File: config.mk
export PLATFORM = sky130hd
export DESIGN_NAME = top
export DESIGN_NICKNAME = d
export VERILOG_FILES = /design/src/rtl/top.sv
export SDC_FILE = /design/constraint.sdc
export NUM_CORES = 1
export LEC_CHECK = 0
export BUFFER_PORTS_ARGS = -buffer_cell sky130_fd_sc_hd__buf_2
export CELL_PAD_IN_SITES_DETAIL_PLACEMENT = 1
export CELL_PAD_IN_SITES_GLOBAL_PLACEMENT = 2
export CORE_MARGIN = 2
export CORE_UTILIZATION = 42
export CTS_BUF_LIST = sky130_fd_sc_hd__clkbuf_16
export DETAILED_ROUTE_END_ITERATION = 8
export PLACE_DENSITY = 0.83
export SYNTH_ARGS = -nofsm -noshare
export SYNTH_HDL_FRONTEND = slang
export SYNTH_SLANG_ARGS = --single-unit
File: constraint.sdc
create_clock -name clk -period 11.3 [get_ports clk]
set_input_delay 2.825 -clock clk [delete_from_list [all_inputs] [get_ports clk]]
set_output_delay 2.825 -clock clk [all_outputs]
set_load 0.01 [all_outputs]
File: src/rtl/top.sv
// Bingo-style game: keypad card entry into a 16-entry memory, then LFSR/hack draws marked against both player cards.
// Keys register after DEBOUNCE_COUNT stable cycles; a draw takes 1 + 16 + HOLD_COUNT cycles and next edges outside IDLE are dropped.
module top #(
  parameter int DEBOUNCE_COUNT = 100000,
  parameter int HOLD_COUNT     = 50000000
) (
  input  logic       clk,
  input  logic       rstn,
  input  logic [2:0] keyboard_cols,
  input  logic [7:0] hack_number,
  input  logic       load_hack,
  input  logic       player_sel,
  input  logic       next,
  output logic [3:0] keyboard_rows,
  output logic [7:0] selcted_number,
  output logic [7:0] output_number
);

  localparam int DB_W = $clog2(DEBOUNCE_COUNT + 1);
  localparam int HD_W = $clog2(HOLD_COUNT + 1);

  typedef enum logic [2:0] {
    S_START = 3'd0,
    S_IDLE  = 3'd1,
    S_DRAW  = 3'd2,
    S_SCAN  = 3'd3,
    S_HOLD  = 3'd4
  } state_t;

  state_t state, state_nxt;

  // keypad scan / debounce
  logic [2:0]      cols_q;
  logic [DB_W-1:0] db_cnt;
  logic            key_down;
  logic            key_vld;
  logic [3:0]      key_dat;
  logic [3:0]      key_code;
  logic [3:0]      col_idx;
  logic            db_cond;
  logic            db_done;

  // entry and game state
  logic [7:0]      mem [16];
  logic [4:0]      wr_ptr;
  logic [3:0]      d1, d2;
  logic            have_d1;
  logic            commit;
  logic            start_game;
  logic [15:0]     game_state;
  logic            endgame;
  logic [3:0]      scan_idx;
  logic [HD_W-1:0] hold_cnt;
  logic            hold_done;
  logic            next_q, next_qq;
  logic            next_rise;
  logic [7:0]      lfsr;
  logic            lfsr_fb;
  logic [7:0]      draw_val;

  function automatic logic [3:0] bcd_fix(input logic [3:0] n);
    return (n >= 4'd10) ? n - 4'd6 : n;
  endfunction

  always_comb begin
    col_idx = keyboard_cols[2] ? 4'd0 : (keyboard_cols[1] ? 4'd1 : 4'd2);
    key_code = 4'hF;
    case (keyboard_rows)
      4'b1000: key_code = 4'd1 + col_idx;
      4'b0100: key_code = 4'd4 + col_idx;
      4'b0010: key_code = 4'd7 + col_idx;
      4'b0001: key_code = (col_idx == 4'd0) ? 4'hA : ((col_idx == 4'd1) ? 4'h0 : 4'hB);
      default: key_code = 4'hF;
    endcase
  end

  // press needs stable non-zero cols, release needs stable zero cols
  assign db_cond = (keyboard_cols == cols_q) &&
                   (key_down ? (keyboard_cols == 3'b000) : (keyboard_cols != 3'b000));
  assign db_done = db_cond && (db_cnt == DB_W'(DEBOUNCE_COUNT - 1));

  always_ff @(posedge clk or posedge rstn) begin
    if (rstn) begin
      keyboard_rows <= 4'b1000;
      cols_q        <= 3'b000;
      db_cnt        <= '0;
      key_down      <= 1'b0;
      key_vld       <= 1'b0;
      key_dat       <= 4'h0;
    end else begin
      cols_q  <= keyboard_cols;
      key_vld <= 1'b0;
      if (keyboard_cols == 3'b000)
        keyboard_rows <= {keyboard_rows[0], keyboard_rows[3:1]};
      if (!db_cond) begin
        db_cnt <= '0;
      end else if (db_done) begin
        db_cnt   <= '0;
        key_down <= !key_down;
        if (!key_down) begin
          key_vld <= 1'b1;
          key_dat <= key_code;
        end
      end else begin
        db_cnt <= db_cnt + 1'b1;
      end
    end
  end

  assign lfsr_fb   = lfsr[7] ^ lfsr[5] ^ lfsr[4] ^ lfsr[3];
  assign draw_val  = load_hack ? hack_number : {bcd_fix(lfsr[7:4]), bcd_fix(lfsr[3:0])};
  assign next_rise = next_q && !next_qq;
  assign hold_done = (hold_cnt == HD_W'(HOLD_COUNT - 1));

  always_ff @(posedge clk or posedge rstn) begin
    if (rstn) state <= S_START;
    else      state <= state_nxt;
  end

  always_comb begin
    state_nxt = state;
    case (state)
      S_START: if (start_game)              state_nxt = S_IDLE;
      S_IDLE:  if (next_rise && !endgame)   state_nxt = S_DRAW;
      S_DRAW:                               state_nxt = S_SCAN;
      S_SCAN:  if (scan_idx == 4'd15)       state_nxt = S_HOLD;
      S_HOLD:  if (hold_done)               state_nxt = S_IDLE;
      default:                              state_nxt = S_START;
    endcase
  end

  always_ff @(posedge clk or posedge rstn) begin
    if (rstn) begin
      for (int i = 0; i < 16; i++) mem[i] <= 8'h00;
      wr_ptr        <= 5'd0;
      d1            <= 4'h0;
      d2            <= 4'h0;
      have_d1       <= 1'b0;
      commit        <= 1'b0;
      start_game    <= 1'b0;
      game_state    <= 16'h0000;
      endgame       <= 1'b0;
      scan_idx      <= 4'd0;
      hold_cnt      <= '0;
      next_q        <= 1'b0;
      next_qq       <= 1'b0;
      lfsr          <= 8'h01;
      output_number <= 8'h00;
    end else begin
      lfsr    <= {lfsr[6:0], lfsr_fb};
      next_q  <= next;
      next_qq <= next_q;
      commit  <= 1'b0;

      if (key_vld && !start_game) begin
        if (key_dat <= 4'd9) begin
          if (wr_ptr != 5'd16) begin
            if (!have_d1) begin
              d1      <= key_dat;
              have_d1 <= 1'b1;
            end else begin
              d2     <= key_dat;
              commit <= 1'b1;
            end
          end
        end else if (key_dat == 4'hA) begin
          d1      <= 4'h0;
          d2      <= 4'h0;
          have_d1 <= 1'b0;
        end else if (key_dat == 4'hB) begin
          if (wr_ptr == 5'd16) start_game <= 1'b1;
        end
      end

      // second digit is latched first so {d1,d2} is visible for a cycle before it lands in memory
      if (commit) begin
        mem[wr_ptr[3:0]] <= {d1, d2};
        wr_ptr           <= wr_ptr + 5'd1;
        d1               <= 4'h0;
        d2               <= 4'h0;
        have_d1          <= 1'b0;
      end

      case (state)
        S_DRAW: begin
          output_number <= draw_val;
          scan_idx      <= 4'd0;
        end
        S_SCAN: begin
          if (mem[scan_idx] == output_number && !game_state[scan_idx]) begin
            mem[scan_idx]        <= 8'h00;
            game_state[scan_idx] <= 1'b1;
          end
          scan_idx <= scan_idx + 4'd1;
        end
        S_HOLD: begin
          hold_cnt <= hold_done ? '0 : hold_cnt + 1'b1;
          if (hold_done && ((&game_state[7:0]) || (&game_state[15:8])))
            endgame <= 1'b1;
        end
        default: ;
      endcase
    end
  end

  assign selcted_number = start_game ? (player_sel ? game_state[15:8] : game_state[7:0])
                                     : {d1, d2};

endmodule

==> results.rst <==
.. list-table::
   :header-rows: 1

   * - Metric
     - Value
   * - Launch point of the worst hold path
     - next_q
   * - Post-Place Cell Area
     - 12,900 sq um
   * - Routability-driven placement congestion ratio
     - between 0.7 and 0.8
   * - Critical-path top delay cell
     - sky130_fd_sc_hd__buf_2
   * - Placeable core region
     - 29,500 sq um
   * - Syn_nets
     - 1,202
   * - Global-route wire length before repair
     - 54,900 um
   * - Final HPWL DP
     - 23,000 um
   * - Async set-or-reset flop fraction in the synthesized netlist
     - 100%
   * - Outcome
     - completed
   * - Final hold slack
     - 0.380 ns
   * - Area of the die
     - 31,100 sq um
   * - Proportion of netlist area held by the largest area contributor
     - 48.1%
   * - Antenna diode instance count
     - 0
   * - Initial antenna violation count
     - 0
   * - Largest delay contributor family on the critical path
     - buffers and inverters
   * - Most prevalent standard cell on the critical path
     - sky130_fd_sc_hd__buf_2
   * - Cell area after technology mapping
     - approximately 12,000 sq um
   * - Final-report hold violation count
     - 0
   * - Number of synthesized register bits
     - 242
   * - Largest driver fanout on the critical path
     - 8
   * - Setup repair after global routing missed its margin
     - false
   * - Horizontal die dimension
     - 176 um
   * - Final wirelength
     - ~35,000 um
   * - Worst-case clock skew
     - approximately 0.010 ns
   * - Effective utilization at floorplan
     - between 40% and 50%
   * - Clock latency of the later-clocked register in the worst-skew pair
     - 0.54 ns
   * - Reg-to-reg critical path startpoint
     - scan_idx[0]
   * - Fin nets
     - 1,216
   * - Area overhead of the layout relative to synthesis
     - 11.8%
   * - Number of global-route vias before repair
     - 9,563
   * - Distinct cell type count of the synthesized netlist
     - 70
   * - CTS buffer count
     - 28
   * - ANT nets after route
     - 0
   * - Std-Cell Rows
     - 63
   * - Timing-limited maximum frequency
     - ~160 MHz
   * - Port Buffers
     - 35
   * - Worst setup path start
     - player_sel
   * - Average detailed-routed wire length per instance
     - 21.7 um
   * - WP buf/inv
     - 2
   * - Final setup violating endpoints
     - 0
   * - CP max stage delay
     - 0.27 ns
   * - Path type of the worst setup path
     - in -> out
   * - Overall Global Routing Usage
     - 22.7%
   * - Slew at the pin with the worst max-slew slack
     - slightly above 1 ns
   * - Number of remaining DRC errors
     - 0
   * - Remaining global-route overflow
     - 0
   * - Post-CTS resize count
     - 0
   * - Count of hold buffers inserted by post-cts repair
     - 0
   * - Root buffer cell
     - sky130_fd_sc_hd__clkbuf_16
   * - Number of clock sinks seen by CTS
     - 242
   * - Number of synthesized flops with an enable pin
     - 0
   * - Top cells by area, synth
     - sky130_fd_sc_hd__dfrtp_1, sky130_fd_sc_hd__mux2i_1, sky130_fd_sc_hd__nor2_1, sky130_fd_sc_hd__mux4_2, sky130_fd_sc_hd__a21oi_1
   * - Required time worst endpoint
     - between 8 and 9 ns
   * - Static leakage
     - 6.79 nW
   * - Synth warnings
     - 0
   * - Detailed-router iteration count before antenna repair
     - 4
   * - Area of all placed cells without fillers
     - 13,900 sq um
   * - Maximum level of the CTS H-tree
     - 1
   * - Cell taking the most area after synthesis
     - sky130_fd_sc_hd__dfrtp_1
   * - Die Ht
     - between 150 and 200 um
   * - Clock input transition at the sequential cells of the worst setup and hold paths
     - around 0.060 ns
   * - Cell chain of the critical path
     - buf_2 -> mux2i_1 -> a21oi_1 -> buf_2
   * - CTS tree
     - done
   * - Number of I/O pins
     - 36
   * - Worst IR drop on VDD
     - 0.100 mV
   * - Critical path capture point type
     - output pin
   * - Detailed-route via count
     - 9,079
   * - Fraction of final layout cells with drive strength greater than 1
     - 13.2%
   * - Synth Instances
     - 1,172
   * - Min Clock Period, post-route
     - between 6 and 7 ns
   * - Relative max-transition margin
     - 32.4%
   * - Class of the tightest hold or removal check
     - reg -> reg
   * - Part of the cycle the worst path needs
     - ~57%
   * - Max capacitance violation total
     - 0
   * - Post-CTS setup buffer count
     - 0
   * - Total power divided by cell area
     - 138 nW/um^2
   * - Sequential-to-total area share from yosys stat
     - 48.5%
   * - Vias per inst
     - around 5.7
   * - Maximum number of pins on one net before global-route repair
     - approximately 120
   * - Accumulated negative setup slack
     - 0 ns
   * - Type of element launching the critical path
     - input pin
   * - Worst endpoint data arrival time
     - around 3.6 ns
   * - Slew Viols, Final
     - 0
   * - Iteration-0 DRC Markers
     - 545
   * - Maximum clock path buffer count
     - 3
   * - Synth Area per Inst
     - 10.7 sq um
   * - Top flip-flop cell by instance count after synthesis
     - sky130_fd_sc_hd__dfrtp_1
-- state kept, by name, indices dropped and copies added, names as in the netlist, 5 cells and up --
| signal | flops |
|---|---|
| game_state | 16 |
| lfsr | 8 |
| hold_cnt | 26 |
| wr_ptr | 5 |
| db_cnt | 17 |
| output_number | 8 |
| mem | 128 |
-- final cells by class --
| type | instances | area, sq um |
|---|---|---|
| Multi-Input combinational cell | 840 | 6010 |
| Clock inverter | 23 | 279 |
| Tap cell | 390 | 488 |
| Inverter | 23 | 93.8 |
| Fill cell | 3205 | 15500 |
| Clock buffer | 29 | 726 |
| Timing Repair Buffer | 51 | 295 |
| Sequential cell | 242 | 6060 |
-- path summary, 6_finish.rpt --
kind | slack, ns | cells past startpoint | end
max | 4.86 | 4 | selcted_number[2]
min | 0.38 | 0 | next_qq
max reg2reg | 7.12 | 8 | mem[53]
min reg2reg | 0.38 | 0 | next_qq
max in group asynchronous | 6.76 | 4 | wr_ptr[4]
min in group asynchronous | 2.38 | 2 | lfsr[2]
-- kinds of logic (layout without fill, tap and decap cells) --
family / after synthesis / count (layout) / share of synthesized area [%]
simple gates: 452 / 452 / 18.4
mux: 177 / 177 / 17.3
compound gates: 145 / 145 / 7.36
flops: 242 / 242 / 48.5
buf+inv: 90 / 126 / 3.34
fa+ha+maj: 14 / 14 / 1.40
xor+xnor: 52 / 52 / 3.65
-- power by group --
group / internal [mW] / leakage, nW / switching, mW
clock network: 0.620 / 0.519 / 0.365
registers: 0.872 / 3.31 / 0.00944
logic: 0.0192 / 2.96 / 0.0409
total: 1.51 / 6.79 / 0.416
-- cell usage in the layout (no fill, tap or decap), types with 3 or more instances in the layout --
cell type | netlist | layout
sky130_fd_sc_hd__o211ai_1 | 9 | 9
sky130_fd_sc_hd__o31ai_1 | 4 | 4
sky130_fd_sc_hd__nor2b_1 | 12 | 12
sky130_fd_sc_hd__or2_2 | 4 | 4
sky130_fd_sc_hd__o21ai_0 | 24 | 24
sky130_fd_sc_hd__mux2_2 | 17 | 17
sky130_fd_sc_hd__nand3_1 | 35 | 35
sky130_fd_sc_hd__clkinv_2 | 0 | 4
sky130_fd_sc_hd__clkinv_1 | 1 | 4
sky130_fd_sc_hd__xnor2_1 | 31 | 31
sky130_fd_sc_hd__nand4_1 | 26 | 26
sky130_fd_sc_hd__nor4_2 | 6 | 6
sky130_fd_sc_hd__and2_1 | 3 | 3
sky130_fd_sc_hd__bufinv_16 | 0 | 7
sky130_fd_sc_hd__and3_1 | 14 | 14
sky130_fd_sc_hd__nor2_1 | 237 | 237
sky130_fd_sc_hd__ha_1 | 14 | 14
sky130_fd_sc_hd__xor2_1 | 21 | 21
sky130_fd_sc_hd__or2_1 | 16 | 16
sky130_fd_sc_hd__a22oi_1 | 4 | 4
sky130_fd_sc_hd__dfrtp_1 | 240 | 238
sky130_fd_sc_hd__nand2_1 | 46 | 46
sky130_fd_sc_hd__nor4_1 | 5 | 5
sky130_fd_sc_hd__o22ai_1 | 4 | 4
sky130_fd_sc_hd__buf_2 | 5 | 35
sky130_fd_sc_hd__mux4_2 | 18 | 18
sky130_fd_sc_hd__a22o_1 | 5 | 5
sky130_fd_sc_hd__inv_1 | 21 | 28
sky130_fd_sc_hd__clkbuf_16 | 0 | 29
sky130_fd_sc_hd__buf_4 | 2 | 16
sky130_fd_sc_hd__nor3_1 | 15 | 15
sky130_fd_sc_hd__mux4_1 | 9 | 9
sky130_fd_sc_hd__nor4_4 | 10 | 10
sky130_fd_sc_hd__nand4b_1 | 4 | 4
sky130_fd_sc_hd__a21oi_1 | 70 | 70
sky130_fd_sc_hd__nand2b_1 | 9 | 9
sky130_fd_sc_hd__mux2i_1 | 133 | 133
-- through the flow --
step,power [mW],std cells,setup slack [ns],utilization (%)
final,1.93,1598,4.86,47.3
after global routing,1.99,1598,4.81,47.3
after CTS,1.95,1598,4.85,47.3
after detailed placement,0.960,1546,4.84,43.9
after global placement,0.958,1546,4.91,43.9
after floorplan,0.938,1172,1.83,-
-- Yosys cell counts, types with 14 or more instances --
| master | number |
|---|---|
| sky130_fd_sc_hd__dfrtp_1 | 240 |
| sky130_fd_sc_hd__nor2_1 | 237 |
| sky130_fd_sc_hd__mux2i_1 | 133 |
| sky130_fd_sc_hd__a21oi_1 | 70 |
| sky130_fd_sc_hd__nand2_1 | 46 |
| sky130_fd_sc_hd__clkbuf_1 | 44 |
| sky130_fd_sc_hd__nand3_1 | 35 |
| sky130_fd_sc_hd__xnor2_1 | 31 |
| sky130_fd_sc_hd__nand4_1 | 26 |
| sky130_fd_sc_hd__o21ai_0 | 24 |
| sky130_fd_sc_hd__inv_1 | 21 |
| sky130_fd_sc_hd__xor2_1 | 21 |
| sky130_fd_sc_hd__mux4_2 | 18 |
| sky130_fd_sc_hd__mux2_2 | 17 |
| sky130_fd_sc_hd__or2_1 | 16 |
| sky130_fd_sc_hd__nor3_1 | 15 |
| sky130_fd_sc_hd__and3_1 | 14 |
| sky130_fd_sc_hd__ha_1 | 14 |
-- metal layers --
| metal | global-route usage (%) | vias to the layer above | part of all wire (%) |
|---|---|---|---|
| li1 | - | 4152 | - |
| met1 | 30.2 | 4680 | 45 |
| met2 | 38.3 | 179 | 48 |
| met3 | 2.86 | 68 | 3.8 |
| met4 | 8.20 | 0 | 3.6 |
| met5 | 0 | - | 0 |
No activity file was read; power rests on OpenSTA's default activity.
